===== src/rtl/game_pkg.sv =====
// Shared game definitions: player action state encoding, state width,
// default attack frame counts and saturating position helpers.
// Used by the player action controller, the renderer and the hit detector.
package game_pkg;

  localparam int STATE_W = 3;

  typedef enum logic [STATE_W-1:0] {
    ST_IDLE        = 3'd0,
    ST_WALK_L      = 3'd1,
    ST_WALK_R      = 3'd2,
    ST_ATK_STARTUP = 3'd3,
    ST_ATK_ACTIVE  = 3'd4,
    ST_ATK_RECOVER = 3'd5
  } action_state_e;

  localparam logic [3:0] DEF_STARTUP_FR = 4'd4;
  localparam logic [3:0] DEF_ACTIVE_FR  = 4'd3;
  localparam logic [3:0] DEF_RECOVER_FR = 4'd6;

  // Move left by step, clamped at x_min. Done in 11 bits so a position
  // smaller than the step shows up as a borrow instead of wrapping.
  function automatic logic [9:0] step_left(input logic [9:0] pos,
                                           input logic [9:0] step,
                                           input logic [9:0] x_min);
    logic [10:0] diff;
    diff = {1'b0, pos} - {1'b0, step};
    if (diff[10] || (diff[9:0] < x_min)) return x_min;
    return diff[9:0];
  endfunction

  // Move right by step, clamped at x_max; the carry bit prevents wrap.
  function automatic logic [9:0] step_right(input logic [9:0] pos,
                                            input logic [9:0] step,
                                            input logic [9:0] x_max);
    logic [10:0] sum;
    sum = {1'b0, pos} + {1'b0, step};
    if (sum > {1'b0, x_max}) return x_max;
    return sum[9:0];
  endfunction

endpackage


===== src/rtl/player_action_ctrl_frame_counter.sv =====
// frame_counter: 4-bit down counter paced by the game frame tick.
// Ports:
//   clk_i, rst_i     - clock, asynchronous active-high reset
//   clear_i          - synchronous clear (player restart), any cycle
//   tick_i           - frame strobe; load/decrement only happen on it
//   load_i, load_val_i - load value on a tick (takes priority over decrement)
//   zero_o           - counter currently reads zero
module frame_counter (
  input  logic       clk_i,
  input  logic       rst_i,
  input  logic       clear_i,
  input  logic       tick_i,
  input  logic       load_i,
  input  logic [3:0] load_val_i,
  output logic       zero_o
);

  logic [3:0] cnt_q;

  // NOTE: state registers use non-blocking assignments so every flop in the
  // design samples pre-edge values, independent of process ordering.
  always_ff @(posedge clk_i or posedge rst_i) begin
    if (rst_i) begin
      cnt_q <= 4'd0;
    end else if (clear_i) begin
      cnt_q <= 4'd0;
    end else if (tick_i) begin
      if (load_i)              cnt_q <= load_val_i;
      else if (cnt_q != 4'd0)  cnt_q <= cnt_q - 4'd1;
    end
  end

  assign zero_o = (cnt_q == 4'd0);

endmodule


===== src/rtl/player_action_ctrl.sv =====
// player_action_ctrl: per-player walk/attack state machine.
// Everything advances on frame_tick_i only; restart_i reloads the reset
// values on the next clock edge regardless of the tick.
// Ports:
//   clk_i, rst_i        - clock, asynchronous active-high reset
//   frame_tick_i        - one-cycle strobe per game frame
//   restart_i           - synchronous restart (level)
//   enable_i            - gameplay running; low forces IDLE and aborts attacks
//   move_left_i/right_i - cleaned direction keys
//   attack_i            - cleaned attack key (level; rising edge triggers)
//   pos_x_o             - player x position
//   state_o             - current action state (game_pkg::action_state_e)
//   hitbox_active_o     - high exactly while in ATK_ACTIVE
//   attack_start_o      - one-cycle pulse after the tick entering ATK_STARTUP
module player_action_ctrl
  import game_pkg::*;
#(
  parameter logic [9:0] X_MIN      = 10'd16,
  parameter logic [9:0] X_MAX      = 10'd560,
  parameter logic [9:0] X_INIT     = 10'd100,
  parameter logic [9:0] WALK_STEP  = 10'd3,
  parameter logic [3:0] STARTUP_FR = DEF_STARTUP_FR,
  parameter logic [3:0] ACTIVE_FR  = DEF_ACTIVE_FR,
  parameter logic [3:0] RECOVER_FR = DEF_RECOVER_FR
) (
  input  logic         clk_i,
  input  logic         rst_i,
  input  logic         frame_tick_i,
  input  logic         restart_i,
  input  logic         enable_i,
  input  logic         move_left_i,
  input  logic         move_right_i,
  input  logic         attack_i,
  output logic [9:0]   pos_x_o,
  output logic [2:0]   state_o,
  output logic         hitbox_active_o,
  output logic         attack_start_o
);

  action_state_e state_q, state_d;
  logic [9:0]    pos_q, pos_d;
  logic          prev_attack_q;
  logic          hitbox_q;
  logic          attack_start_q;
  logic          cnt_load;
  logic [3:0]    cnt_load_val;
  logic          cnt_zero;
  logic          attack_req;

  assign attack_req = attack_i & ~prev_attack_q;

  frame_counter u_frame_counter (
    .clk_i      (clk_i),
    .rst_i      (rst_i),
    .clear_i    (restart_i),
    .tick_i     (frame_tick_i),
    .load_i     (cnt_load),
    .load_val_i (cnt_load_val),
    .zero_o     (cnt_zero)
  );

  // Next-state decision; only committed by the register process on a tick.
  always_comb begin
    // NOTE: every output of this block gets a default first, so no path
    // leaves a signal unassigned and no latch is inferred.
    state_d      = state_q;
    pos_d        = pos_q;
    cnt_load     = 1'b0;
    cnt_load_val = 4'd0;

    if (!enable_i) begin
      // Abort anything in progress; position holds.
      state_d  = ST_IDLE;
      cnt_load = 1'b1;
    end else begin
      unique case (state_q)
        ST_IDLE, ST_WALK_L, ST_WALK_R: begin
          if (attack_req) begin
            state_d      = ST_ATK_STARTUP;
            cnt_load     = 1'b1;
            cnt_load_val = STARTUP_FR - 4'd1;
          end else if (move_left_i && !move_right_i) begin
            state_d = ST_WALK_L;
            pos_d   = step_left(pos_q, WALK_STEP, X_MIN);
          end else if (move_right_i && !move_left_i) begin
            state_d = ST_WALK_R;
            pos_d   = step_right(pos_q, WALK_STEP, X_MAX);
          end else begin
            state_d = ST_IDLE;
          end
        end
        ST_ATK_STARTUP: if (cnt_zero) begin
          state_d      = ST_ATK_ACTIVE;
          cnt_load     = 1'b1;
          cnt_load_val = ACTIVE_FR - 4'd1;
        end
        ST_ATK_ACTIVE: if (cnt_zero) begin
          state_d      = ST_ATK_RECOVER;
          cnt_load     = 1'b1;
          cnt_load_val = RECOVER_FR - 4'd1;
        end
        ST_ATK_RECOVER: if (cnt_zero) state_d = ST_IDLE;
        default: state_d = ST_IDLE;
      endcase
    end
  end

  always_ff @(posedge clk_i or posedge rst_i) begin
    if (rst_i) begin
      state_q        <= ST_IDLE;
      pos_q          <= X_INIT;
      prev_attack_q  <= 1'b1;  // an attack held through reset must not fire
      hitbox_q       <= 1'b0;
      attack_start_q <= 1'b0;
    end else if (restart_i) begin
      state_q        <= ST_IDLE;
      pos_q          <= X_INIT;
      prev_attack_q  <= 1'b1;
      hitbox_q       <= 1'b0;
      attack_start_q <= 1'b0;
    end else begin
      attack_start_q <= 1'b0;
      if (frame_tick_i) begin
        state_q        <= state_d;
        pos_q          <= pos_d;
        prev_attack_q  <= attack_i;
        // Registered alongside the state so it tracks state_o exactly.
        hitbox_q       <= (state_d == ST_ATK_ACTIVE);
        attack_start_q <= (state_d == ST_ATK_STARTUP) && (state_q != ST_ATK_STARTUP);
      end
    end
  end

  assign pos_x_o         = pos_q;
  assign state_o         = state_q;
  assign hitbox_active_o = hitbox_q;
  assign attack_start_o  = attack_start_q;

endmodule


===== config.mk =====
export PLATFORM = sky130hd
export DESIGN_NAME = player_action_ctrl
export DESIGN_NICKNAME = d
export VERILOG_FILES = /design/src/rtl/game_pkg.sv /design/src/rtl/player_action_ctrl_frame_counter.sv /design/src/rtl/player_action_ctrl.sv
export SDC_FILE = /design/constraint.sdc
export NUM_CORES = 1
export LEC_CHECK = 0
export CAP_MARGIN = 10
export CELL_PAD_IN_SITES_DETAIL_PLACEMENT = 0
export CELL_PAD_IN_SITES_GLOBAL_PLACEMENT = 2
export CORE_ASPECT_RATIO = 0.9
export CORE_MARGIN = 1.5
export CORE_UTILIZATION = 30
export DETAILED_ROUTE_END_ITERATION = 8
export PLACE_DENSITY = 0.73
export SYNTH_ARGS = -nofsm -noshare
export SYNTH_HDL_FRONTEND = slang
export SYNTH_SLANG_ARGS = --single-unit

===== constraint.sdc =====
create_clock -name clk_i -period 3.1 [get_ports clk_i]
set_input_delay 0.31 -clock clk_i [delete_from_list [all_inputs] [get_ports clk_i]]
set_output_delay 0.31 -clock clk_i [all_outputs]
set_load 0.005 [all_outputs]

==> impl_summary.md <==
Run status
The flow ran to the end, and the final reports show no timing, DRC or antenna violations.

CTS
TritonCTS built the clock tree. The number of buffers added by the clock tree synthesis step is 3. The post-cts repair resize count is 0. In this run the clock root is driven by a sky130_fd_sc_hd__clkbuf_8. The clock reaches the later pin of the worst-skew pair after 0.27 ns. The clock slew at the register clock pins of the worst setup and hold paths is 0.09 ns. After clock tree synthesis, the setup repair step added 0 buffers.

The clock sink count is 20. No sink is reached through more buffers than the 2 on the longest clock path. The hold buffer count at cts is 0. The depth of the CTS H-tree is 1.

Placement
The port buffer count is 22. The number of placed cells counting well taps is 316. The congestion estimate from routability-driven global placement came to 0.818. Detailed placement finished with a half-perimeter wire length of a little under 4000 µm.

Summing all placed instances gives a cell area of ~2200 µm². The worst-case setup slack after placement is 0.247 ns.

Synthesis
Counting instances in the post-synthesis netlist gives the leading cell types as 16 x sky130_fd_sc_hd__dfrtp_1, 16 x sky130_fd_sc_hd__nand2_1, 16 x sky130_fd_sc_hd__nor2_1. The share of the synthesized area in the top cell type is 21.2%. Counting every net in the synthesized netlist gives 240. The unique cell type count in the Yosys netlist is 60. By area the synthesized netlist is led by sky130_fd_sc_hd__dfrtp_1 21%, sky130_fd_sc_hd__dfstp_2 5.6%, sky130_fd_sc_hd__a21oi_1 3.7%. Dividing the synthesized area by the synthesized cell count gives between 8 and 9 µm². Of all flip-flops after synthesis, the portion carrying an async set or reset was between 90% and 100%. The number of synthesized flops with an enable pin is 0. In the synthesized netlist the dominant register cell turns out to be sky130_fd_sc_hd__dfrtp_1. Sequential cells were found to cover 26.8% of the synthesized design area. The total standard cell area after synthesis is 1880 µm². During synthesis, Yosys emitted a total of 0 warnings. The cell count after synthesis is 227. The synthesized design contains 20 register bits. The library cell occupying the most area in the post-synthesis netlist is sky130_fd_sc_hd__dfrtp_1.

Die
The chip width is 86.5 µm. The number of core rows is 27. For this design the top-level I/O count stands at 23. The core region is slightly above 6000 µm².

The initial core utilization is 31.0%. The die is 78.2 µm tall. The floorplan step defined a die boundary enclosing 6770 µm².

Cells and area
The final design area excluding fillers is 2220 µm². At the end of the flow the core is filled with cells to roughly 37%. From synthesis to final layout, the design area changed by 18.1%.

The net count reported at finish is ~260. The non-filler instance count after layout is 320. The fraction of layout instances using a drive strength above 1 is 12.1%. The antenna diode count is 0.

Worst setup path
The cell count along the critical path is 9. Traced cell by cell, the critical path runs through inv_1 -> ha_1 -> nand3b_1 -> or3_2 -> o211a_1 -> o21ai_2 -> a21oi_2 -> or4b_1 -> o211a_1. At the worst endpoint, the required time is 3.30 ns. The maximum fanout along the worst path is 7. The combined buffer and inverter count along the critical path is 1.

For the worst flop-to-flop path, the logic depth is 9. The largest individual stage delay along the critical path comes from the cell sky130_fd_sc_hd__or3_2. In this run the critical register-to-register path is launched from pos_x_o[1]. The type of the worst setup path is flop to flop. The most numerous cell type found on the critical path is sky130_fd_sc_hd__o211a_1.

The type of element launching the critical path is a flop. Grouping stages by cell kind, the critical path spends the most delay in simple AND/OR/NAND/NOR gates. The delay of the slowest cell on the worst path is approximately 0.54 ns. The arrival time at the worst endpoint is 3.06 ns. The critical path endpoint category is a flop. For flop-to-flop paths, the worst setup slack is 0.24 ns. The reg-to-reg critical path endpoint is pos_x_o[5].

Power
The post-route total power is 0.754 mW. Summed over all cells, the static leakage comes to 0.837 nW. The power density relative to cell area is 339 nW/µm². VDD sags by at most 128 µV.

STA
On the final layout, the worst hold slack is 0.510 ns. In the finished design, the share of the clock period the worst path needs comes to 92.2%. The clock skew is 0.00912 ns.

The achievable frequency is between 300 and 400 MHz. The final count of pins violating max slew was 0. For the final routed database, the setup TNS stands at 0 ns.

Setup repair after global routing left no endpoint under its margin. Measured against its own limit, the worst slew margin works out to 42.1%. The count of endpoints failing setup in the final report is 0.

The hold violation count in the final report is 0. The setup slack after layout is 0.240 ns. The smallest clock period supported by the final layout is computed as 2.86 ns. The slew at the pin closest to its max-slew limit is 0.868 ns.

Global route
The via count of the first global-routing pass came to 1,686. Entering global routing, the biggest net connects 21 pins. The total overflow reported by the global router is 0. The overall routing resource usage is about 16%. The initial antenna violation count came to 0. The wire length of the first global-routing pass is between 8000 and 9000 µm.

Routing
The remaining design rule violation count is 0. Using the TritonRoute via totals, the vias-per-cell ratio works out to ~5.7. The routed via count is 1,815.

Before antenna repair, the detailed router went through 5 iterations. The mean routed wirelength per cell is ~17 µm. The DRC marker count from the first detailed-route iteration is 151. The total wire length after detailed routing is 5320 µm. The post-detailed-route count of antenna-violating nets is 0.

Worst hold path
The min-delay analysis places its worst path in the category input pin to asynchronous set/reset pin.

Job
The number of maximum-capacitance violations is 0.
sequential cells by signal, summed over array words and instances (netlist names):
name,cells
attack_start_o,1
hitbox_active_o,1
pos_x_o,10
prev_attack_q,1
state_o,3
u_frame_counter.cnt_q,4
placed cells by master (no fill, tap or decap), types with 5 or more instances in the layout:
| cell | instances |
|---|---|
| sky130_fd_sc_hd__a31oi_1 | 5 |
| sky130_fd_sc_hd__nor2b_1 | 7 |
| sky130_fd_sc_hd__a21oi_1 | 14 |
| sky130_fd_sc_hd__ha_1 | 5 |
| sky130_fd_sc_hd__nand2b_1 | 6 |
| sky130_fd_sc_hd__xnor2_1 | 6 |
| sky130_fd_sc_hd__nor3_1 | 7 |
| sky130_fd_sc_hd__clkdlybuf4s50_1 | 22 |
| sky130_fd_sc_hd__o21ai_0 | 7 |
| sky130_fd_sc_hd__o31ai_1 | 5 |
| sky130_fd_sc_hd__nor2_1 | 16 |
| sky130_fd_sc_hd__buf_4 | 11 |
| sky130_fd_sc_hd__nand2_1 | 16 |
| sky130_fd_sc_hd__nand3_1 | 9 |
| sky130_fd_sc_hd__o211ai_1 | 5 |
| sky130_fd_sc_hd__inv_1 | 11 |
| sky130_fd_sc_hd__dfrtp_1 | 16 |
layout make-up:
| type | instances | area [µm²] |
|---|---|---|
| flip-flops and latches | 20 | 505 |
| well taps | 72 | 90.1 |
| inverters | 11 | 41.3 |
| clock inverters | 1 | 30.0 |
| clock buffers | 3 | 41.3 |
| multi-input cells | 180 | 1210 |
| repair buffers | 33 | 303 |
| fillers | 637 | 3860 |
power breakdown:
part	switching, mW	internal [mW]
sequential	0.0176	0.274
combinational	0.0999	0.0851
clock	0.105	0.173
how the worst max path moves through the flow:
stage	startpoint	endpoint	slack, ns
global route	pos_x_o[1]	pos_x_o[5]	0.06
finish	pos_x_o[1]	pos_x_o[5]	0.24
CTS	pos_x_o[1]	pos_x_o[5]	0.24
floorplan	pos_x_o[0]	pos_x_o[5]	0.13
global placement	pos_x_o[1]	pos_x_o[3]	0.34
detailed placement	pos_x_o[1]	pos_x_o[5]	0.25
routing by layer:
metal,vias to the layer above,GRT usage (%),share of wire [%]
met5,-,0,0
met4,0,4.52,0.79
met3,4,1.68,6.5
met2,60,23.7,42
met1,852,24.7,50
li1,899,-,-
cells by family after synthesis:
group | synth area share [%]
compound gates | 27.4
xor+xnor | 3.72
fa+ha+maj | 3.32
buf+inv | 8.76
flops | 26.8
mux | 2.12
simple gates | 27.8
Power figures use the tool's default switching activity.
